===== config.mk =====
export PLATFORM = sky130hd
export DESIGN_NAME = status_register_bank
export DESIGN_NICKNAME = d
export VERILOG_FILES = /design/src/rtl/status_bank_pkg.sv /design/src/rtl/status_channel.sv /design/src/rtl/status_register_bank.sv
export SDC_FILE = /design/constraint.sdc
export NUM_CORES = 1
export LEC_CHECK = 0
export CAP_MARGIN = 40
export CELL_PAD_IN_SITES_DETAIL_PLACEMENT = 1
export CELL_PAD_IN_SITES_GLOBAL_PLACEMENT = 1
export CORE_MARGIN = 2
export CORE_UTILIZATION = 38
export CTS_CLUSTER_DIAMETER = 200
export CTS_CLUSTER_SIZE = 40
export DETAILED_ROUTE_END_ITERATION = 8
export PLACE_DENSITY = 0.84
export SYNTH_ARGS = -nofsm -noshare
export SYNTH_HDL_FRONTEND = slang
export SYNTH_SLANG_ARGS = --single-unit

===== constraint.sdc =====
create_clock -name Clock -period 3 [get_ports Clock]
set_clock_uncertainty 0.1 [all_clocks]
set_input_delay 0.3 -clock Clock [delete_from_list [all_inputs] [get_ports Clock]]
set_output_delay 0.3 -clock Clock [all_outputs]
set_load 0.05 [all_outputs]

===== src/rtl/status_bank_pkg.sv =====
// Shared types and helpers for the status register bank.
package status_bank_pkg;

    // Channel behaviour on write: replace or OR-accumulate.
    typedef enum logic {
        CH_NORMAL = 1'b0,
        CH_STICKY = 1'b1
    } ch_mode_e;

    // Status word layout: New flags start at bit 0, Overrun flags follow them.
    localparam int unsigned STATUS_NEW_LSB = 0;

    function automatic int unsigned status_ovr_lsb(input int unsigned num_ch);
        return num_ch;
    endfunction

    // Word address width covering NUM_CH channels plus the status word.
    function automatic int unsigned addr_width(input int unsigned num_ch);
        return $clog2(num_ch + 1);
    endfunction

endpackage


===== src/rtl/status_channel.sv =====
// One status channel: live value, New/Overrun flags and sticky clear handling.
module status_channel
    import status_bank_pkg::*;
#(
    parameter int unsigned           DATA_WIDTH  = 32,
    parameter ch_mode_e              MODE        = CH_NORMAL,
    parameter logic [DATA_WIDTH-1:0] RESET_VALUE = '0
) (
    input  logic                  clk,
    input  logic                  rst_n,
    input  logic                  wr_en,
    input  logic [DATA_WIDTH-1:0] wr_data,
    input  logic                  rd_clear,
    input  logic                  ovr_clear,
    output logic [DATA_WIDTH-1:0] live,
    output logic                  new_flag,
    output logic                  overrun,
    output logic                  new_next
);

    logic [DATA_WIDTH-1:0] base;

    // A clearing read returns a sticky channel to RESET_VALUE; a same-cycle
    // write then ORs into that cleared value so no written bits are lost.
    always_comb begin
        base     = (MODE == CH_STICKY && rd_clear) ? RESET_VALUE : live;
        new_next = wr_en | (new_flag & ~rd_clear);
    end

    // Live value and flag state; the write always wins over a clear.
    always_ff @(posedge clk) begin
        if (!rst_n) begin
            live     <= RESET_VALUE;
            new_flag <= 1'b0;
            overrun  <= 1'b0;
        end else begin
            if (wr_en) begin
                live <= (MODE == CH_STICKY) ? (base | wr_data) : wr_data;
            end else begin
                live <= base;
            end
            new_flag <= new_next;
            overrun  <= (wr_en & new_flag) | (overrun & ~ovr_clear);
        end
    end

endmodule


===== src/rtl/status_register_bank.sv =====
// Processor-read-only multi-channel status bank with optional coherent snapshot.
module status_register_bank
    import status_bank_pkg::*;
#(
    parameter int unsigned           DATA_WIDTH  = 32,
    parameter int unsigned           NUM_CH      = 4,
    parameter logic [DATA_WIDTH-1:0] RESET_VALUE = '0,
    parameter logic [NUM_CH-1:0]     STICKY_MASK = '0,
    parameter int unsigned           SNAPSHOT    = 1
) (
    input  logic                           Clock,
    input  logic                           Reset,
    input  logic                           Sys_RegSelect,
    input  logic                           Sys_RdEn,
    input  logic [addr_width(NUM_CH)-1:0]  Sys_Addr,
    output logic [DATA_WIDTH-1:0]          Sys_RdData,
    output logic                           Sys_RdValid,
    input  logic [NUM_CH-1:0]              Sys_IrqMask,
    output logic                           Sys_Irq,
    input  logic [NUM_CH*DATA_WIDTH-1:0]   IO_WrData,
    input  logic [NUM_CH-1:0]              IO_WrEn
);

    localparam int unsigned AW      = addr_width(NUM_CH);
    localparam int unsigned OVR_LSB = status_ovr_lsb(NUM_CH);

    logic [DATA_WIDTH-1:0] live   [NUM_CH];
    logic [DATA_WIDTH-1:0] shadow [NUM_CH];
    logic [NUM_CH-1:0]     new_flags;
    logic [NUM_CH-1:0]     new_next;
    logic [NUM_CH-1:0]     overruns;
    logic [NUM_CH-1:0]     ch_hit;
    logic [NUM_CH-1:0]     rd_clear;
    logic                  status_hit;
    logic                  accept;
    logic                  snap_take;
    logic                  ovr_clear;
    logic [DATA_WIDTH-1:0] status_word;
    logic [DATA_WIDTH-1:0] rd_next;

    for (genvar g = 0; g < NUM_CH; g++) begin : g_ch
        status_channel #(
            .DATA_WIDTH (DATA_WIDTH),
            .MODE       (STICKY_MASK[g] ? CH_STICKY : CH_NORMAL),
            .RESET_VALUE(RESET_VALUE)
        ) u_ch (
            .clk      (Clock),
            .rst_n    (Reset),
            .wr_en    (IO_WrEn[g]),
            .wr_data  (IO_WrData[g*DATA_WIDTH +: DATA_WIDTH]),
            .rd_clear (rd_clear[g]),
            .ovr_clear(ovr_clear),
            .live     (live[g]),
            .new_flag (new_flags[g]),
            .overrun  (overruns[g]),
            .new_next (new_next[g])
        );
    end

    // Address decode and the clear strobes a read produces.
    always_comb begin
        accept = Sys_RegSelect & Sys_RdEn;
        ch_hit = '0;
        for (int unsigned i = 0; i < NUM_CH; i++) begin
            ch_hit[i] = (Sys_Addr == AW'(i));
        end
        status_hit = (Sys_Addr == AW'(NUM_CH));
        snap_take  = (SNAPSHOT != 0) && accept && ch_hit[0];
        ovr_clear  = accept & status_hit;
        if (SNAPSHOT != 0) begin
            rd_clear = {NUM_CH{snap_take}};
        end else begin
            rd_clear = accept ? ch_hit : '0;
        end
    end

    // Read mux; channel 0 is always live, others come from Shadow in snapshot mode.
    always_comb begin
        status_word = '0;
        status_word[STATUS_NEW_LSB +: NUM_CH] = new_flags;
        status_word[OVR_LSB +: NUM_CH]        = overruns;
        rd_next = '0;
        for (int unsigned i = 0; i < NUM_CH; i++) begin
            if (ch_hit[i]) begin
                rd_next = (SNAPSHOT != 0 && i != 0) ? shadow[i] : live[i];
            end
        end
        if (status_hit) begin
            rd_next = status_word;
        end
    end

    // Snapshot capture of all pre-write live values on a channel 0 read.
    always_ff @(posedge Clock) begin
        if (!Reset) begin
            for (int unsigned i = 0; i < NUM_CH; i++) begin
                shadow[i] <= RESET_VALUE;
            end
        end else if (snap_take) begin
            for (int unsigned i = 0; i < NUM_CH; i++) begin
                shadow[i] <= live[i];
            end
        end
    end

    // Registered read response and interrupt from next-state New flags.
    always_ff @(posedge Clock) begin
        if (!Reset) begin
            Sys_RdData  <= '0;
            Sys_RdValid <= 1'b0;
            Sys_Irq     <= 1'b0;
        end else begin
            Sys_RdValid <= accept;
            if (accept) begin
                Sys_RdData <= rd_next;
            end
            Sys_Irq <= |(new_next & Sys_IrqMask);
        end
    end

endmodule


==> results of run 1 <==
==> placed cells by master, fill, tap and decap left out, drive strengths merged, types with 3 or more instances in the layout <==
master / instances
o21a: 10
o21ai: 11
and2: 97
nor2: 164
a21oi: 3
dfxtp: 170
mux2i: 135
diode: 3
mux4: 25
clkbuf: 14
a22oi: 28
edfxtp: 96
buf: 25
a221oi: 7
clkdlybuf4s50: 170
a2bb2oi: 7
nor3: 14
nand2: 7
==> Yosys cell counts (all sizes together) <==
master / number / share of area [%]
a31oi: 1 / 0.060
mux2i: 135 / 13
a22oi: 28 / 2.0
o21ai: 11 / 0.53
dfxtp: 170 / 33
a221oi: 7 / 0.59
nor3: 14 / 1.0
and2: 97 / 5.8
a21boi: 1 / 0.072
edfxtp: 96 / 28
a2bb2oi: 7 / 0.59
and3b: 2 / 0.17
nor3b: 1 / 0.18
nand2: 7 / 0.32
a21oi: 3 / 0.14
nand3: 1 / 0.048
clkbuf: 22 / 0.84
buf: 41 / 2.2
nor2b: 1 / 0.060
o21a: 10 / 0.72
a41oi: 1 / 0.084
or2: 1 / 0.060
mux4: 25 / 5.4
nor2: 164 / 6.0
inv: 1 / 0.036
==> state kept, by name, indices dropped and copies added, names as in the netlist <==
name                count
Sys_Irq                 1
Sys_RdData             32
Sys_RdValid             1
g_ch.u_ch.live        128
g_ch.u_ch.new_flag      4
g_ch.u_ch.overrun       4
shadow                 96
==> kinds of logic after synthesis <==
group / synth area share, %
AND/OR/NAND/NOR: 13.6
flip-flops: 60.1
multiplexers: 18.3
AO/OA/AOI/OAI: 4.79
buffers and inverters: 3.11
==> metrics by stage <==
step | std cells | worst slack (ps) | instance area (um2)
final | 1338 | 858 | 12800
after global routing | 1336 | 795 | 12800
after CTS | 1335 | 829 | 12800
after detailed placement | 1320 | 459 | 12500
after global placement | 1319 | 112 | 12500
after floorplan | 847 | 603 | 10500
==> power by group through the flow <==
stage	clock, W	sequential [W]	combinational, W
detailed placement	0	0.00407	0.000777
global route	0.00195	0.00401	0.000829
CTS	0.00185	0.00399	0.000780
finish	0.00179	0.00399	0.000768
global placement	0	0.00406	0.000752
floorplan	0	0.00408	0.000398
==> final cells by class <==
| class | instances | area, um2 | share of cell area, % |
|---|---|---|---|
| Antenna cell | 3 | 7.51 | 0.0586 |
| Clock buffer | 14 | 287 | 2.24 |
| Clock inverter | 1 | 16.3 | 0.127 |
| Inverter | 1 | 8.76 | 0.0683 |
| Multi-Input combinational cell | 517 | 3850 | 30.1 |
| Sequential cell | 266 | 6290 | 49.1 |
| Tap cell | 341 | 427 | 3.33 |
| Timing Repair Buffer | 195 | 1930 | 15.1 |
==> path summary, 6_finish.rpt <==
check                                             end  slack (ps)  cells past startpoint
worst max-delay path                    Sys_RdData[1]         860                      1
worst max register to register          Sys_RdData[6]        1510                      4
worst min-delay path            g_ch[0].u_ch.new_flag         230                      3
worst min register to register          Sys_RdData[6]         380                      2
==> layer usage <==
metal  vias up  track usage (%)  routed length, um
li1       3246                -                  -
met1      3444             23.2              11300
met2       153             31.7              13100
met3        29             3.47               1450
met4         4             4.65                552
met5         -                0                 26
==> key figures, run 1 <==
Global routing
  – GRT Overall Usage: 18.1%
  – Number of global-route vias before repair: 7221
  – Leftover overflow at the end of global routing: 0
  – Largest net degree at the start of global routing: 164
  – Number of antenna violations at the first check in global routing: 5
  – First-pass GRT wire length: 40500 um

Finish
  – Finished Core Util: 47.5%
  – Filler cells: 2815
  – Proportion of layout cells with a drive suffix above 1: 7.75%
  – Number of nets in the finished design: 1134
  – Layout-stage area growth over the synthesis result: 22.6%

Clock network
  – H-tree levels: 1
  – Maximum buffer depth of the clock tree: 3
  – Sink Count: 266
  – # Post-CTS Setup Buffers: 0
  – Resized Gates After CTS: 0
  – Number of buffers added by the clock tree synthesis step: 10
  – # hold bufs at CTS: 0
  – Root Buffer Master: clkbuf_16
  – TritonCTS clock tree: done
  – Post-CTS clock slew at the launch and capture registers of the worst setup and hold paths: 150 ps
  – Clock insertion delay at the later pin of the skew report: 500 ps

Power
  – Leakage: 5.03 nW
  – Pwr dens: 511 mW/mm2
  – Post-route total power: 0.00654 W
  – Portion of total power attributed to sequential cells: 60.9%
  – Sw frac: 23.7%
  – Proportion of power drawn by the clock network: 27.3%
  – Total net switching power: 0.00155 W
  – Gate power share: 11.7%
  – Worst ir drop on vdd: 0.345 mV
  – Internal Pwr Total: 0.00499 W

Logic synthesis
  – Cell count after synthesis: 847
  – Post-synthesis cell area: 0.0105 mm2
  – Sequential area share after synthesis: 60.1%
  – Syn_nets: 990
  – Mean instance size in the synthesized netlist: 12.3 um2
  – Post-synthesis cell type count: 33
  – Synth Warn #: 0
  – Number of synthesized register bits: 266

Route
  – Antenna-violating nets left: 0
  – Detailed-routing iteration count for the pre-antenna-repair pass: 5
  – DRT iter0 DRCs: 405
  – Post-detailed-route DRC marker count: 0
  – Routed WL: 26400 um
  – Via count: 6876
  – Final routed wire length divided by cell count: 19.7 um
  – Ratio of routed vias to standard cells: 5.14

Floorplan
  – # rows: 60
  – Initial cell density of the core: 38.8%
  – Boundary pin count: 177
  – Vertical die dimension: 170 um
  – Placeable Area: 0.0270 mm2
  – Width of the die: 170 um
  – Die footprint: 0.0288 mm2

Setup path
  – Reg2reg start: shadow[0][102]
  – Worst Path Buf+Inv: 1
  – Largest driver fanout on the critical path: 3
  – Cell chain of the critical path: clkdlybuf4s50_1
  – Critical path launch point: Sys_RdData[1]
  – Crit path launch type: register
  – Cell family with most CP delay: buffers and inverters
  – Worst endpoint data arrival time: 1740 ps
  – Cell with the largest stage delay on the worst path: clkdlybuf4s50_1
  – Required time reported for the critical path endpoint: 2600 ps
  – Sort of element at the end of the critical path: output pin
  – Worst setup path class: reg2out
  – Largest incremental delay on the critical path: 840 ps

Timing
  – Slew Limit Fails: 0
  – Hold Slack: 231 ps
  – Least-Margin Pin Slew: 800 ps
  – Crit share post-route: 71.4%
  – Fin. Hold Viols: 0
  – Shortest period the worst path allows: 2140 ps
  – Setup TNS: 0 ps
  – Setup Viol. Count Final: 0
  – Upper clock frequency limit: 0.467 GHz
  – RSZ-0062 raised after global routing: no
  – Relative slew slack: 46.7%

Outcome
  – Run status: completed

Job
  – Maximum capacitance violations: 0

Min path
  – Type of the most critical hold path: in2reg
  – Worst hold path startpoint: IO_WrEn[0]

Placed design
  – Final weighted congestion in routability-driven placement: 0.749
  – DPL Wire Length: 17800 um
  – I/O Buffers: 176
Power figures use the tool's default switching activity.
==> run 2, diff against run 1 <==
clock period = 1.91 ns   (was 3 ns; I/O delays follow)
==> key figures, run 2 (synthesis results as in run 1) <==
Clock network
  – Sink Count: 266 (unchanged)
  – H-tree levels: 1 (unchanged)
  – Clock insertion delay at the later pin of the skew report: 500 ps (about the same)
  – Number of buffers added by the clock tree synthesis step: 10 (unchanged)
  – # Post-CTS Setup Buffers: 0 (unchanged)
  – Maximum buffer depth of the clock tree: 3 (unchanged)
  – Post-CTS clock slew at the launch and capture registers of the worst setup and hold paths: 140 ps (about the same)
  – Root Buffer Master: clkbuf_16
  – TritonCTS clock tree: done

Timing
  – Least-Margin Pin Slew: 609 ps (-191 ps)
  – Minimum setup slack in the final design: 154 ps (-705 ps)
  – Fin. Hold Viols: 0 (unchanged)
  – Upper clock frequency limit: 0.569 GHz
  – Shortest period the worst path allows: 1760 ps
  – Relative slew slack: 59.3% (+13 points)
  – Setup TNS: 0 ps (unchanged)
  – RSZ-0062 raised after global routing: no
  – Crit share post-route: 91.9%
  – Slew Limit Fails: 0 (unchanged)
  – Setup Viol. Count Final: 0 (unchanged)

Global routing
  – Grt peak-use layer: met2
  – Largest net degree at the start of global routing: 52 (-68%)
  – First-pass GRT wire length: 41400 um (+2.2%)
  – Met3 Resource Use GR: 3.56% (+0.093 points)
  – Leftover overflow at the end of global routing: 0 (unchanged)
  – Number of antenna violations at the first check in global routing: 3 (-2)
  – Number of global-route vias before repair: 7419 (+2.7%)
  – Met2 Use GR: 33.3% (+1.6 points)
  – Met1 layer usage reported by global route: 23.2% (+0.036 points)
  – GRT Overall Usage: 18.5% (+0.40 points)

Finish
  – Number of nets in the finished design: 1159 (+2.2%)
  – Finished Core Util: 48.5% (+0.91 points)
  – Most frequent standard cell in the layout excluding fill and tap cells: dfxtp_1
  – Flip-flop count of the largest register, all copies and words added: 128 (unchanged)
  – Largest registers: g_ch.u_ch.live x128, shadow x96, Sys_RdData x32
  – Count of placed standard cells in the final layout, fillers left out: 1363 (+1.9%)
  – Layout-stage area growth over the synthesis result: 25.0%
  – Register with the most flip-flops: g_ch.u_ch.live
  – Proportion of layout cells with a drive suffix above 1: 10.6% (+2.8 points)
  – Commonest cells after routing, fill and taps aside: 170 x dfxtp_1, 162 x nor2_1, 136 x clkdlybuf4s50_1, 135 x mux2i_1, 97 x and2_1

Floorplan
  – # rows: 60 (unchanged)
  – Initial cell density of the core: 38.8% (unchanged)
  – Placeable Area: 0.0270 mm2 (unchanged)
  – Die footprint: 0.0288 mm2 (unchanged)
  – Boundary pin count: 177 (unchanged)
  – Width of the die: 170 um (unchanged)
  – Vertical die dimension: 170 um (unchanged)

Route
  – DRT iter0 DRCs: 390 (-3.7%)
  – Antenna-violating nets left: 0 (unchanged)
  – Ratio of routed vias to standard cells: 5.10 (-0.76%)
  – Routed WL: 26700 um (+1.4%)
  – Detailed-routing iteration count for the pre-antenna-repair pass: 5 (unchanged)
  – Final routed wire length divided by cell count: 19.6 um (-0.51%)
  – Post-detailed-route DRC marker count: 0 (unchanged)
  – Via count: 6951 (+1.1%)

Setup path
  – Worst Path Buf+Inv: 1 (unchanged)
  – Worst-case register-to-register setup slack: 470 ps (-1040 ps)
  – Worst r2r path cells: 4 (unchanged)
  – Worst setup path endpoint: Sys_RdData[20]
  – Cell with the largest stage delay on the worst path: dlygate4sd2_1
  – Logic depth of the worst path, buffers included: 1 (unchanged)
  – Cell family with most CP delay: buffers and inverters
  – Critical path launch point: Sys_RdData[20]
  – Worst r2r dst: Sys_RdData[6]
  – Required time reported for the critical path endpoint: 1620 ps (-980 ps)
  – Cell chain of the critical path: dlygate4sd2_1
  – Sort of element at the end of the critical path: output pin
  – Crit path launch type: register
  – Largest incremental delay on the critical path: 560 ps (-280 ps)
  – Reg2reg start: shadow[0][102]
  – Largest driver fanout on the critical path: 2 (-1)
  – Worst endpoint data arrival time: 1470 ps (-270 ps)
  – Worst setup path class: reg2out

Placed design
  – I/O Buffers: 176 (unchanged)
  – Cell count after placement: 1344 (+1.8%)
  – Placement Setup Slack: -34.8 ps (-494 ps)
  – DPL Wire Length: 19400 um (+9.3%)
  – Final weighted congestion in routability-driven placement: 0.790 (+5.5%)

Min path
  – Type of the most critical hold path: in2reg
  – Worst hold path startpoint: IO_WrEn[0]

Job
  – Maximum capacitance violations: 0 (unchanged)

Outcome
  – Run status: completed

Power
  – Gate power share: 12.1% (+0.4 points)
  – Worst ir drop on vdd: 0.549 mV (+59%)
  – Portion of total power attributed to sequential cells: 60.7% (-0.2 points)
  – Leakage: 5.33 nW (+5.9%)
  – Total net switching power: 0.00244 W (+57%)
  – Internal Pwr Total: 0.00789 W (+58%)
  – Pwr dens: 791 mW/mm2 (+55%)
  – Proportion of power drawn by the clock network: 27.2% (about the same)
  – Sw frac: 23.6% (-0.10 points)
==> run 2: power by group through the flow <==
stage          registers (W)  logic, W  clock network (W)
2_1_floorplan        0.00640  0.000625                  0
3_3_place_gp         0.00638   0.00124                  0
3_5_place_dp         0.00640   0.00128                  0
4_1_cts              0.00627   0.00127            0.00289
5_1_grt              0.00630   0.00135            0.00307
6_report             0.00627   0.00125            0.00280
==> run 2: routing by layer <==
metal | share of wire [%] | wire length [um]
met1 | 42 | 11200
met5 | 0.094 | 25
met2 | 50 | 13500
met4 | 1.6 | 438
met3 | 6.0 | 1600
==> run 2: worst min path at each step <==
stage,endpoint,cells past startpoint
finish,g_ch[0].u_ch.live[29],3
detailed placement,g_ch[2].u_ch.live[21],2
CTS,g_ch[0].u_ch.live[29],3
global route,g_ch[0].u_ch.live[29],3
global placement,g_ch[2].u_ch.live[24],2
floorplan,g_ch[1].u_ch.live[0],2
==> run 2: what timing repair did <==
action | CTS | global route
endpoints found under the hold margin | 2 | 0
endpoints found under the setup margin | 27 | 0
hold buffers | 1 | 0
resized for setup | 27 | 0
==> run 2: stage by stage <==
stage | hold WS, ps | instance area (um2) | power (W)
final | 66.5 | 13100 | 0.0103
after global routing | 65.5 | 13100 | 0.0107
after CTS | 58.5 | 13100 | 0.0104
after detailed placement | 377 | 12800 | 0.00767
after global placement | 363 | 12800 | 0.00762
after floorplan | 238 | 10500 | 0.00703
==> run 2: layout make-up <==
| cell class | instances | area [um2] |
|---|---|---|
| antenna | 2 | 5.00 |
| multi-input combinational | 517 | 3850 |
| clock buffer | 15 | 290 |
| inverter | 1 | 8.76 |
| tap | 341 | 427 |
| fill | 2788 | 13900 |
| timing repair buffer | 220 | 2180 |
| sequential | 266 | 6290 |
| clock inverter | 1 | 16.3 |
==> run 3, diff against run 2 <==
--- a/config.mk
+++ b/config.mk
@@ -14,6 +14,8 @@
 export CTS_CLUSTER_SIZE = 40
 export DETAILED_ROUTE_END_ITERATION = 8
+export HOLD_SLACK_MARGIN = 0.15
 export PLACE_DENSITY = 0.84
 export SYNTH_ARGS = -nofsm -noshare
 export SYNTH_HDL_FRONTEND = slang
 export SYNTH_SLANG_ARGS = --single-unit
+export TNS_END_PERCENT = 50
==> constraint.sdc (replaced) <==
create_clock -name Clock -period 1.91 [get_ports Clock]
set_clock_uncertainty 0.1 [all_clocks]
set_input_delay 0.2865 -clock Clock [delete_from_list [all_inputs] [get_ports Clock]]
set_output_delay 0.2865 -clock Clock [all_outputs]
set_load 0.05 [all_outputs]
==> key figures, run 3 (synthesis results as in run 1) <==
Clock network
  – TritonCTS clock tree: done
  – H-tree levels: 1 (unchanged)
  – Post-CTS clock slew at the launch and capture registers of the worst setup and hold paths: 150 ps (about the same)
  – Sink Count: 266 (unchanged)
  – Clock insertion delay at the later pin of the skew report: 500 ps (about the same)
  – Maximum buffer depth of the clock tree: 3 (unchanged)
  – Root Buffer Master: clkbuf_16
  – Number of buffers added by the clock tree synthesis step: 10 (unchanged)

Floorplan
  – # rows: 60 (unchanged)
  – Initial cell density of the core: 38.8% (unchanged)
  – Boundary pin count: 177 (unchanged)
  – Placeable Area: 0.0270 mm2 (unchanged)
  – Die footprint: 0.0288 mm2 (unchanged)
  – Width of the die: 170 um (unchanged)
  – Vertical die dimension: 170 um (unchanged)

Route
  – Detailed-routing iteration count for the pre-antenna-repair pass: 4 (-1)
  – Routed WL: 27100 um (+1.4%)
  – Final routed wire length divided by cell count: 19.8 um (+1.1%)
  – Antenna-violating nets left: 0 (unchanged)
  – Post-detailed-route DRC marker count: 0 (unchanged)
  – Via count: 6930 (-0.30%)
  – DRT iter0 DRCs: 353 (-9.5%)
  – Ratio of routed vias to standard cells: 5.07 (-0.59%)

Finish
  – Register with the most flip-flops: g_ch.u_ch.live
  – Flip-flop count of the largest register, all copies and words added: 128 (unchanged)
  – Proportion of layout cells with a drive suffix above 1: 12.4% (+1.8 points)
  – Most frequent standard cell in the layout excluding fill and tap cells: dfxtp_1
  – Commonest cells after routing, fill and taps aside: 170 x dfxtp_1, 162 x nor2_1, 136 x clkdlybuf4s50_1, 135 x mux2i_1, 97 x and2_1
  – Largest registers: g_ch.u_ch.live x128, shadow x96, Sys_RdData x32
  – Layout-stage area growth over the synthesis result: 25.3%
  – Number of nets in the finished design: 1163 (+0.35%)
  – Count of placed standard cells in the final layout, fillers left out: 1367 (+0.29%)

Power
  – Pwr dens: 792 mW/mm2 (+0.12%)
  – Post-route total power: 0.0104 W (+0.40%)
  – Worst ir drop on vdd: 0.526 mV (-4.3%)
  – Leakage: 5.32 nW (-0.32%)

Global routing
  – Number of antenna violations at the first check in global routing: 5 (+2)
  – Leftover overflow at the end of global routing: 0 (unchanged)
  – GRT Overall Usage: 18.8% (+0.23 points)
  – First-pass GRT wire length: 41800 um (+1.0%)
  – Largest net degree at the start of global routing: 56 (+7.7%)
  – Number of global-route vias before repair: 7361 (-0.78%)

Placed design
  – DPL Wire Length: 19600 um (+1.0%)
  – I/O Buffers: 176 (unchanged)
  – Final weighted congestion in routability-driven placement: 0.784 (-0.79%)
  – Cell count after placement: 1347 (+0.22%)

Min path
  – Type of the most critical hold path: in2reg

Setup path
  – Required time reported for the critical path endpoint: 1520 ps (-100 ps)
  – Cell chain of the critical path: dlygate4sd2_1
  – Worst r2r dst: Sys_RdData[6]
  – Largest driver fanout on the critical path: 3 (+1)
  – Critical path launch point: Sys_RdData[5]
  – Worst setup path class: reg2out
  – Worst endpoint data arrival time: 1440 ps (-30 ps)
  – Cell with the largest stage delay on the worst path: dlygate4sd2_1
  – Logic depth of the worst path, buffers included: 1 (unchanged)
  – Worst Path Buf+Inv: 1 (unchanged)
  – Cell family with most CP delay: buffers and inverters
  – Sort of element at the end of the critical path: output pin
  – Largest incremental delay on the critical path: 550 ps (about the same)
  – Worst-case register-to-register setup slack: 520 ps (+50 ps)
  – Worst setup path endpoint: Sys_RdData[5]
  – Crit path launch type: register
  – Reg2reg start: shadow[0][102]
  – Worst r2r path cells: 4 (unchanged)

Timing
  – Least-Margin Pin Slew: 577 ps (-32.4 ps)
  – Upper clock frequency limit: 0.547 GHz (-3.9%)
  – Shortest period the worst path allows: 1830 ps (+71.1 ps)
  – Slew Limit Fails: 0 (unchanged)
  – Setup Viol. Count Final: 0 (unchanged)
  – Hold Slack: 187 ps (+120 ps)
  – Crit share post-route: 95.7% (+3.7 points)
  – Relative slew slack: 61.5% (+2.2 points)
  – Fin. Hold Viols: 0 (unchanged)
  – Setup TNS: 0 ps (unchanged)
  – RSZ-0062 raised after global routing: no

Job
  – Maximum capacitance violations: 0 (unchanged)

Outcome
  – Run status: completed
[run 3: changes by cell type in the layout (fill, tap and decap cells not counted)]
cell,before,now
buf_12,13,15
dlygate4sd3_1,1,2
dlygate4sd2_1,27,11
buf_4,37,54
[run 3: how the worst min path moves through the flow]
| stage | from | endpoint | slack [ps] | depth (start not counted) |
|---|---|---|---|---|
| 2_1_floorplan | IO_WrData[32] | g_ch[1].u_ch.live[0] | 330 | 2 |
| 5_1_grt | IO_WrEn[3] | g_ch[3].u_ch.live[0] | 190 | 3 |
| 3_5_place_dp | g_ch[2].u_ch.live[13] | g_ch[2].u_ch.live[13] | 380 | 2 |
| 6_report | IO_WrEn[3] | g_ch[3].u_ch.new_flag | 190 | 3 |
| 4_1_cts | IO_WrEn[3] | g_ch[3].u_ch.new_flag | 170 | 3 |
| 3_3_place_gp | g_ch[3].u_ch.live[15] | g_ch[3].u_ch.live[15] | 360 | 2 |
[run 3: power breakdown]
part,internal (W),switching (W),leakage (nW)
combinational,0.000667,0.000604,2.78
sequential,0.00613,0.000134,2.39
clock,0.00110,0.00173,0.148
[run 3: layer usage]
layer	global-route usage (%)	vias up	share of wire, %
met1	23.4	3443	42
met3	3.93	25	6.0
met5	0	-	0.13
met2	33.9	152	51
met4	3.20	6	1.5
li1	-	3304	-
[run 3: cell type report]
cell class                      count  area, um2
Antenna cell                        2       5.00
Clock buffer                       15        290
Inverter                            1       8.76
Sequential cell                   266       6290
Fill cell                        2801      13900
Tap cell                          341        427
Clock inverter                      1       16.3
Multi-Input combinational cell    517       3850
Timing Repair Buffer              224       2210
[run 3: through the flow]
stage / setup slack [ps] / utilization (%) / area, um2
after floorplan: 24.9 / - / 10500
after global placement: -50.5 / 47.4 / 12800
after detailed placement: -94.3 / 47.4 / 12800
after CTS: 46.9 / 48.6 / 13100
after global routing: 38.1 / 48.6 / 13100
final: 82.7 / 48.6 / 13100
[run 3: tightest hold or removal path, cell delays in order]
cell and delay [ps]:
buf_2 230, a21oi_1 180, nor2_1 50
[run 3: timing repair]
item / 4_1_cts / 5_1_grt
buffers inserted: 0 / 0
setup endpoints to repair: 11 / 0
gates resized for setup: 11 / 0
endpoints found under the hold margin: 5 / 0
hold buffers: 2 / 0
